$ cat src/rtl/uc_pkg.sv
// Shared definitions for the multicycle control unit: FSM states, opcode
// classes, jump opcodes, ALU-op class prefixes and the op_alu code set.
// Latency: n/a (types and constants only). Backpressure: n/a.
package uc_pkg;

    // Controller states. FETCH is encoded as zero so a cleared register lands there.
    typedef enum logic [1:0] {
        ST_FETCH  = 2'd0,
        ST_DECODE = 2'd1,
        ST_EXEC   = 2'd2,
        ST_HALT   = 2'd3
    } state_e;

    // Instruction classes produced by the opcode decoder.
    typedef enum logic [2:0] {
        CL_ILLEGAL = 3'd0,
        CL_ALU_IMM = 3'd1,
        CL_ALU_REG = 3'd2,
        CL_JMP     = 3'd3,
        CL_JZ      = 3'd4,
        CL_JNZ     = 3'd5
    } op_class_e;

    // Jump opcodes (full 6-bit match).
    localparam logic [5:0] OP_JMP = 6'b000100;
    localparam logic [5:0] OP_JZ  = 6'b000101;
    localparam logic [5:0] OP_JNZ = 6'b000110;

    // Immediate ALU ops: opcode[5] set, ALU code in opcode[4:2]. The code 111
    // in that field is reserved, so 111xxx is not an immediate ALU op.
    localparam logic       PFX_ALU_IMM  = 1'b1;
    localparam logic [2:0] IMM_RESERVED = 3'b111;

    // Register ALU ops: opcode[5:3] == 010, ALU code in opcode[2:0].
    localparam logic [2:0] PFX_ALU_REG  = 3'b010;

    // op_alu code space.
    localparam logic [2:0] ALU_OP_0 = 3'b000;
    localparam logic [2:0] ALU_OP_1 = 3'b001;
    localparam logic [2:0] ALU_OP_2 = 3'b010;
    localparam logic [2:0] ALU_OP_3 = 3'b011;
    localparam logic [2:0] ALU_OP_4 = 3'b100;
    localparam logic [2:0] ALU_OP_5 = 3'b101;
    localparam logic [2:0] ALU_OP_6 = 3'b110;
    localparam logic [2:0] ALU_OP_7 = 3'b111;

    // Inactive value driven on op_alu whenever no ALU op executes.
    localparam logic [2:0] ALU_OP_IDLE = ALU_OP_0;

endpackage

$ cat src/rtl/dec_op.sv
// Opcode classifier: maps a 6-bit opcode onto {class, alu_code, legal}.
// Latency: purely combinational, zero cycles.
// Backpressure: none; output follows the input every cycle.
// Ports:
//   opcode   in  [5:0]  opcode to classify
//   op_class out [2:0]  op_class_e encoding of the instruction class
//   alu_code out [2:0]  ALU operation for ALU classes, ALU_OP_IDLE otherwise
//   legal    out        1 when the opcode belongs to a known class
module dec_op
    import uc_pkg::*;
(
    input  logic [5:0] opcode,
    output logic [2:0] op_class,
    output logic [2:0] alu_code,
    output logic       legal
);

    op_class_e cls;

    always_comb begin
        cls      = CL_ILLEGAL;
        alu_code = ALU_OP_IDLE;

        // Immediate is tested first; its prefix (1xxxxx) cannot overlap the
        // register prefix (010xxx) or the jumps (0001xx), so order only
        // matters for readability.
        if ((opcode[5] == PFX_ALU_IMM) && (opcode[4:2] != IMM_RESERVED)) begin
            cls      = CL_ALU_IMM;
            alu_code = opcode[4:2];
        end else if (opcode[5:3] == PFX_ALU_REG) begin
            cls      = CL_ALU_REG;
            alu_code = opcode[2:0];
        end else if (opcode == OP_JMP) begin
            cls = CL_JMP;
        end else if (opcode == OP_JZ) begin
            cls = CL_JZ;
        end else if (opcode == OP_JNZ) begin
            cls = CL_JNZ;
        end
    end

    assign op_class = cls;
    assign legal    = (cls != CL_ILLEGAL);

endmodule

$ cat src/rtl/uc_multiciclo.sv
// Multicycle control unit: FETCH -> DECODE -> EXEC per instruction, HALT on illegal opcode.
// Latency: 3 cycles per instruction with zero-wait memory, +1 per cycle of mem_ready=0.
// Backpressure: FETCH holds mem_req until mem_ready; mem_ready is ignored in other states.
// Ports:
//   clk, reset          rising-edge clock, synchronous active-high reset
//   opcode, z           IR opcode field (valid the cycle after load_ir), zero flag
//   mem_ready           instruction word present on the bus
//   mem_req, load_ir    fetch request, IR capture strobe
//   load_pc, s_inc      PC update enable, PC source (1 = PC+1, 0 = jump target)
//   s_inm, s_mux_datos  immediate select (tied 0), RF write source (1 = immediate)
//   we3, wez, op_alu    RF write enable, zero-flag write enable, ALU operation
//   halted, instr_cnt   stopped on illegal opcode, retired-instruction counter
module uc_multiciclo
    import uc_pkg::*;
(
    input  logic        clk,
    input  logic        reset,
    input  logic [5:0]  opcode,
    input  logic        z,
    input  logic        mem_ready,
    output logic        mem_req,
    output logic        load_ir,
    output logic        load_pc,
    output logic        s_inc,
    output logic        s_inm,
    output logic        s_mux_datos,
    output logic        we3,
    output logic        wez,
    output logic [2:0]  op_alu,
    output logic        halted,
    output logic [15:0] instr_cnt
);

    state_e      state_q, state_d;
    logic [5:0]  op_q, op_d;
    logic [15:0] cnt_q, cnt_d;

    logic [5:0]  dec_in;
    logic [2:0]  dec_class;
    logic [2:0]  dec_alu;
    logic        dec_legal;
    op_class_e   cls;

    // One decoder serves both phases: in DECODE it classifies the live IR
    // opcode to pick the next state; in EXEC it works off the latched copy so
    // the controls do not depend on the IR staying stable.
    assign dec_in = (state_q == ST_DECODE) ? opcode : op_q;

    dec_op u_dec_op (
        .opcode   (dec_in),
        .op_class (dec_class),
        .alu_code (dec_alu),
        .legal    (dec_legal)
    );

    assign cls = op_class_e'(dec_class);

    always_comb begin
        // Inactive control values first; states only raise what they need.
        state_d     = state_q;
        op_d        = op_q;
        cnt_d       = cnt_q;
        mem_req     = 1'b0;
        load_ir     = 1'b0;
        load_pc     = 1'b0;
        s_inc       = 1'b1;
        s_inm       = 1'b0;
        s_mux_datos = 1'b0;
        we3         = 1'b0;
        wez         = 1'b0;
        op_alu      = ALU_OP_IDLE;
        halted      = 1'b0;

        case (state_q)
            ST_FETCH: begin
                mem_req = 1'b1;
                if (mem_ready) begin
                    load_ir = 1'b1;
                    state_d = ST_DECODE;
                end
            end

            ST_DECODE: begin
                op_d    = opcode;
                state_d = dec_legal ? ST_EXEC : ST_HALT;
            end

            ST_EXEC: begin
                load_pc = 1'b1;
                case (cls)
                    CL_ALU_IMM: begin
                        we3         = 1'b1;
                        wez         = 1'b1;
                        s_mux_datos = 1'b1;
                        op_alu      = dec_alu;
                    end
                    CL_ALU_REG: begin
                        we3    = 1'b1;
                        wez    = 1'b1;
                        op_alu = dec_alu;
                    end
                    CL_JMP:  s_inc = 1'b0;
                    // Taken branch selects the jump target (s_inc=0).
                    CL_JZ:   s_inc = ~z;
                    CL_JNZ:  s_inc = z;
                    default: s_inc = 1'b1;
                endcase
                cnt_d   = cnt_q + 16'd1;
                state_d = ST_FETCH;
            end

            ST_HALT: begin
                halted = 1'b1;
            end

            default: state_d = ST_FETCH;
        endcase

        // Reset masks every strobe in the cycle it is asserted, even if the
        // register still holds EXEC, so no write or PC update escapes.
        if (reset) begin
            mem_req     = 1'b0;
            load_ir     = 1'b0;
            load_pc     = 1'b0;
            s_inc       = 1'b1;
            s_mux_datos = 1'b0;
            we3         = 1'b0;
            wez         = 1'b0;
            op_alu      = ALU_OP_IDLE;
            halted      = 1'b0;
        end
    end

    always_ff @(posedge clk) begin
        if (reset) begin
            state_q <= ST_FETCH;
            op_q    <= '0;
            cnt_q   <= '0;
        end else begin
            state_q <= state_d;
            op_q    <= op_d;
            cnt_q   <= cnt_d;
        end
    end

    assign instr_cnt = cnt_q;

    // Structural sanity: IR capture only on an answered fetch, and state
    // writes only from EXEC.
    a_load_ir_fetch: assert property (@(posedge clk) disable iff (reset)
        load_ir |-> (mem_req && mem_ready && (state_q == ST_FETCH)));
    a_write_in_exec: assert property (@(posedge clk) disable iff (reset)
        (we3 || wez || load_pc) |-> (state_q == ST_EXEC));

endmodule

$ cat config.mk
export PLATFORM = sky130hd
export DESIGN_NAME = uc_multiciclo
export DESIGN_NICKNAME = d
export VERILOG_FILES = /design/src/rtl/uc_pkg.sv /design/src/rtl/dec_op.sv /design/src/rtl/uc_multiciclo.sv
export SDC_FILE = /design/constraint.sdc
export NUM_CORES = 1
export LEC_CHECK = 0
export BUFFER_PORTS_ARGS = -buffer_cell sky130_fd_sc_hd__clkbuf_2
export CORE_MARGIN = 2
export CORE_UTILIZATION = 50
export DETAILED_ROUTE_END_ITERATION = 8
export PLACE_DENSITY_LB_ADDON = 0.25
export SKIP_CTS_REPAIR_TIMING = 1
export SYNTH_ARGS = -nofsm -noshare
export SYNTH_HDL_FRONTEND = slang
export SYNTH_HIERARCHICAL = 1
export SYNTH_SLANG_ARGS = --single-unit
$ cat constraint.sdc
create_clock -name clk -period 8.6 [get_ports clk]
set_input_delay 1.72 -clock clk [delete_from_list [all_inputs] [get_ports clk]]
set_output_delay 1.72 -clock clk [all_outputs]
set_load 0.01 [all_outputs]
==> run_results.csv, run 1 <==
group,metric,value,unit
drt,dr_total_vias,1129,
timing,slew_viol_final,0,
synth,synth_enable_flop_cells,0,
timing,skew,2.87,ps
clock_tree,numCtsBuffers,3,
synth,synth.most_common_cell,"dfxtp_1",
worst_setup_path,path_cells,"clkbuf_2 > mux2_2 > a21boi_2 > a211o_1 > xnor2_1 > nor3_1 > and2_1 > clkbuf_2",
synth,yosysWarningCount,6,
worst_setup_path,regToRegStartpoint,"state_q[1]",
power,irDropWorstVdd,0.149,mV
floorplanning,core_area,2710,um2
clock_tree,cts.clk_slew.worst_paths,130,ps
synth,yosys.cell_types.count,41,
synth,synth_top_area_share,34.5,%
power,finalPower,329,uW
timing,fmax,194,MHz
placement,place_ws,3430,ps
power,p_leak,0.698,nW
drt,wire_per_inst,12.3,um
placement,dp_hpwl,1950,um
power,power_density,205,nW/um2
timing,fin_crit,5140,ps
synth,syn-cell-area,1390,um2
worst_setup_path,cpMostUsedCell,"clkbuf_2",
timing,worst_slew_pin_slew,564,ps
finish,syn_to_final_growth,15.1,%
drt,first_pass_iters,4,
grt,antenna_found_initial,0,
grt,grt_overflow,0,
synth,netlist_instances,152,
min_path,hold_class,"reg2reg",
clock_tree,clk_path_buf_depth,2,
flow_run,maxCapViolCount,0,
worst_setup_path,crit_end,"op_alu[2]",
floorplanning,dieWidth,56.8,um
drt,postRouteWirelength,2650,um
timing,fin_setup_tns,0,ps
grt,grt_max_degree,29,
timing,hold_viol,0,
finish,nNetsFinal,200,
finish,n_antenna_cell,0,
worst_setup_path,cp_top_family,"simple AND/OR/NAND/NOR gates",
drt,drt_iter0_drc,28,
timing,slew_headroom,62.4,%
drt,vias_per_cell,5.25,
timing,period_share,59.8,%
floorplanning,io_pins,38,
placement,port_buffers,36,
synth,synth_seq_area_share,34.5,%
synth,synth_top_cell_by_area,"dfxtp_1",
floorplanning,die_h,56.8,um
worst_setup_path,cp.required,6880,ps
worst_setup_path,crit_buf_inv,2,
synth,yosys_register_bits,24,
worst_setup_path,critical_path_depth,8,
finish,drive_above_1_share,30.4,%
worst_setup_path,start_kind,"input port",
worst_setup_path,ff2ff_setup_slack,6380,ps
worst_setup_path,reg2regPathDepth,8,
worst_setup_path,worstPathMaxFanout,7,
synth,syn-num-nets,167,
clock_tree,insertion_delay,310,ps
timing,rsz0062_at_grt,"false",
timing,hold-worst-slack,543,ps
worst_setup_path,worst_path_max_delay_cell,"a211o_1",
timing,fin_ws,3460,ps
floorplanning,start_util,51.4,%
floorplanning,die-area,3230,um2
grt,grt_pass1_wl,4370,um
synth,synth_common_cells,"dfxtp_1 (24), nor2_1 (16), nor2b_1 (12)",
drt,route.detailed.drc,0,
synth,synth_ff_type,"dfxtp_1",
finish,n_fill_cell,252,
worst_setup_path,endpoint_kind,"output port",
worst_setup_path,setup.worst_path.start,"opcode[5]",
grt,track_usage,17.2,%
worst_setup_path,crit_type,"in2out",
clock_tree,cts.sinks,24,
placement,place_congestion,0.802,
outcome,status,"finished, final reports clean",
grt,grt_pass1_vias,1000,
clock_tree,cts_tree,"yes",
synth,async_flop_share,0,%
worst_setup_path,worst_path_largest_cell_delay,340,ps
clock_tree,cts_root_buffer,"clkbuf_4",
finish,post-route-util,59.2,%
clock_tree,h-tree-depth,1,
floorplanning,rows,19,
worst_setup_path,arrival,3420,ps
synth,synth_area_leaders,"dfxtp_1 (34%), xnor2_1 (5.7%), nor2b_1 (5.4%)",
worst_setup_path,reg2reg_to,"state_q[0]",
synth,avgSynthCellArea,9.17,um2
drt,postRouteAntennaNets,0,
timing,setup_viol,0,
[worst reg2reg max path: stages, from the launching register on]
cell      delay, ps
dfxtp_1         370
inv_1            90
ha_1            400
mux2_2          460
nor2b_1         170
a221o_1         310
a211oi_1        230
a21oi_1          60
nor2_1           90
[cell families after synthesis]
family	synth area share, %
XOR/XNOR	8.17
flip-flops	34.5
buffers and inverters	4.31
AND/OR/NAND/NOR	31.6
multiplexers	8.08
adder cells (fa/ha/maj)	4.49
other	0.269
AO/OA/AOI/OAI	8.62
[area by class of cell]
cell class / instances / area [um2] / area share (%)
multi-input cells: 116 / 853 / 53.2
flip-flops and latches: 24 / 480 / 30.0
repair buffers: 36 / 180 / 11.2
well taps: 31 / 38.8 / 2.42
clock buffers: 4 / 36.3 / 2.26
inverters: 4 / 15.0 / 0.936
[routing by layer]
layer,track usage [%],share of wire (%),vias up
li1,-,-,594
met1,22.3,49,514
met2,28.7,47,19
met3,2.76,3.4,2
met4,5.98,0.91,0
met5,0,0,-
[through the flow]
| step | cells | cell area (um2) |
|---|---|---|
| after floorplan | 152 | 1390 |
| after global placement | 211 | 1570 |
| after detailed placement | 211 | 1570 |
| after CTS | 215 | 1600 |
| after global routing | 215 | 1600 |
| final | 215 | 1600 |
[registers in the layout, summed over array words and instances (netlist names)]
name and count:
state_q 2, op_q 6, instr_cnt 16
[placed cells by master, fill, tap and decap left out, types with 2 or more instances in the layout]
cell | synthesis | layout
clkbuf_2 | 0 | 36
dfxtp_1 | 24 | 24
nor2_1 | 16 | 16
nor2b_1 | 12 | 12
nand2_1 | 10 | 10
xnor2_1 | 9 | 9
mux2_2 | 6 | 6
o21ai_0 | 5 | 5
a21oi_1 | 5 | 5
ha_1 | 5 | 5
inv_1 | 4 | 4
and2_1 | 4 | 4
xor2_1 | 4 | 4
nand4_1 | 4 | 4
or3_1 | 4 | 4
mux2i_1 | 3 | 3
nor4_2 | 3 | 3
clkbuf_4 | 0 | 3
nor3_1 | 2 | 2
nor3b_1 | 2 | 2
nand4_4 | 2 | 2
o21a_1 | 2 | 2
[power by group]
part | internal (mW) | leakage, nW | switching [mW]
sequential | 0.121 | 0.194 | 0.00663
clock | 0.0258 | 0.0210 | 0.0341
combinational | 0.0662 | 0.482 | 0.0745
[worst min-delay path by stage]
stage,from,endpoint,depth (start not counted),slack [ps]
final,instr_cnt[15],instr_cnt[15],2,540
after global routing,instr_cnt[5],instr_cnt[5],2,590
after CTS,instr_cnt[6],instr_cnt[6],2,540
after detailed placement,instr_cnt[15],instr_cnt[15],2,520
after global placement,instr_cnt[15],instr_cnt[15],2,500
after floorplan,state_q[0],state_q[0],2,520
Power figures use the tool's default switching activity.
==> run 2, diff against run 1 <==
--- a/config.mk
+++ b/config.mk
@@ -7,7 +7,7 @@
 export LEC_CHECK = 0
 export BUFFER_PORTS_ARGS = -buffer_cell sky130_fd_sc_hd__clkbuf_2
 export CORE_MARGIN = 2
-export CORE_UTILIZATION = 50
+export CORE_UTILIZATION = 46
 export DETAILED_ROUTE_END_ITERATION = 8
 export PLACE_DENSITY_LB_ADDON = 0.25
 export SKIP_CTS_REPAIR_TIMING = 1
==> constraint.sdc (replaced) <==
create_clock -name clk -period 4.3 [get_ports clk]
set_input_delay 0.86 -clock clk [delete_from_list [all_inputs] [get_ports clk]]
set_output_delay 0.86 -clock clk [all_outputs]
set_load 0.01 [all_outputs]
==> run 2 against run 1 <==
  * Setup slack worse by 3000 ps
  * Global-route usage down 0.27 points
  * Non-clock buffer count unchanged
  * Highest routed layer unchanged
  * Design area unchanged
  * Power up 100%
  * Sequential share of layout area unchanged
  * Clock-buffer cell count unchanged
  * First-iteration DRC count down 11%
  * Wire length up 2.6%
  * Sequential power up 100%
  * Largest power group unchanged
  * Clock skew up 9.9 ps
  * Register-to-register slack worse by 4300 ps
==> run_results.csv, run 2 (same netlist as run 1, synthesis figures left out) <==
group,metric,value,unit
timing,worst_slew_pin_slew,534,ps
worst_setup_path,endpoint_kind,"output port",
clock_tree,clk_path_buf_depth,2,
power,seq_power_share,39.0,%
timing,period_share,88.4,%
timing,slew_headroom,64.4,%
floorplanning,core_area,2830,um2
timing,fmax,263,MHz
power,swShare,35.1,%
grt,antenna_found_initial,0,
power,finalPower,657,uW
finish,design_area,1600,um2
finish,syn_to_final_growth,15.1,%
floorplanning,dieWidth,59.0,um
clock_tree,insertion_delay,320,ps
drt,postRouteWirelength,2720,um
worst_setup_path,worstPathMaxFanout,9,
grt,gr-usage-met2,28.3,%
floorplanning,die_h,59.0,um
min_path,hold_class,"reg2reg",
clock_tree,cts.sinks,24,
power,power.share.combinational,43.0,%
clock_tree,cts_tree,"yes",
finish,n_fill_cell,269,
floorplanning,rows,19,
drt,vias_per_cell,5.47,
timing,rsz0062_at_grt,"false",
grt,grt_busiest_layer,"met2",
finish,n_antenna_cell,0,
grt,grt_max_degree,29,
timing,fin_crit,3800,ps
drt,drt_iter0_drc,25,
drt,route.detailed.drc,0,
floorplanning,start_util,49.3,%
power,clkPwrFrac,18.0,%
floorplanning,io_pins,38,
worst_setup_path,arrival,2940,ps
timing,slew_viol_final,0,
finish,drive_above_1_share,30.4,%
finish,nNetsFinal,200,
clock_tree,h-tree-depth,1,
grt,grt_pass1_vias,1058,
grt,track_usage,16.9,%
power,internal_power,426,uW
clock_tree,cts_root_buffer,"clkbuf_4",
drt,postRouteAntennaNets,0,
clock_tree,cts.clk_slew.worst_paths,130,ps
grt,grt_pass1_wl,4590,um
finish,post-route-util,56.7,%
power,p_leak,0.698,nW
drt,wire_per_inst,12.6,um
power,power_density,410,nW/um2
placement,dpl_cell_area,1570,um2
grt,met3_usage,4.15,%
power,p_sw,231,uW
finish,largest_register_ffs,16,
floorplanning,die-area,3490,um2
finish,layout_common_cells,"clkbuf_2 (36), dfxtp_1 (24), nor2_1 (16)",
worst_setup_path,start_kind,"register",
worst_setup_path,ff2ff_setup_slack,2070,ps
placement,dp_hpwl,2080,um
timing,fin_setup_tns,0,ps
timing,skew,12.8,ps
timing,setup_viol,0,
drt,dr_total_vias,1177,
grt,grt_overflow,0,
placement,place_congestion,0.748,
flow_run,maxCapViolCount,0,
power,irDropWorstVdd,0.229,mV
outcome,status,"finished, final reports clean",
placement,port_buffers,36,
clock_tree,numCtsBuffers,3,
finish,layout_commonest_cell,"clkbuf_2",
drt,first_pass_iters,4,
worst_setup_path,crit_type,"reg2out",
timing,hold_viol,0,
grt,met1_usage,21.8,%
worst_setup_path,cp.required,3440,ps
-- run 2: worst max-delay path, cell delays in order, from the launching register on --
cell	delay [ps]
dfxtp_1	370
inv_1	90
ha_1	390
mux2_2	430
a21boi_2	180
a211o_1	340
xnor2_1	150
nor3_1	350
and2_1	190
clkbuf_2	120
-- run 2: power groups by stage --
stage          clock [mW]  combinational [mW]  sequential, mW
2_1_floorplan           0               0.238           0.259
3_3_place_gp            0               0.270           0.259
3_5_place_dp            0               0.283           0.262
4_1_cts             0.124               0.284           0.256
5_1_grt             0.130               0.318           0.259
6_report            0.118               0.283           0.256
-- run 2: cell type report --
cell class	count	area [um2]	area share (%)
well taps	31	38.8	2.42
repair buffers	36	180	11.2
inverters	4	15.0	0.936
clock buffers	4	36.3	2.26
flip-flops and latches	24	480	30.0
multi-input cells	116	853	53.2
-- run 2: metrics by stage --
| stage | setup slack, ps | hold WS (ps) | cells |
|---|---|---|---|
| final | 500 | 553 | 215 |
| after global routing | 192 | 589 | 215 |
| after CTS | 473 | 548 | 215 |
| after detailed placement | 863 | 516 | 211 |
| after global placement | 956 | 504 | 211 |
| after floorplan | 958 | 518 | 152 |
-- run 2: worst paths after layout --
check | startpoint | to | cells after the start
min | instr_cnt[6] | instr_cnt[6] | 2
min reg2reg | instr_cnt[6] | instr_cnt[6] | 2
max | state_q[1] | op_alu[2] | 9
max reg2reg | state_q[1] | state_q[0] | 8
-- run 2: per-layer routing --
metal  wire length [um]  up-vias  part of all wire [%]
met5                  0        -                     0
met4                 21        0                  0.77
met3                110        2                   4.0
met2               1250       26                    46
met1               1340      562                    49
li1                   -      587                     -
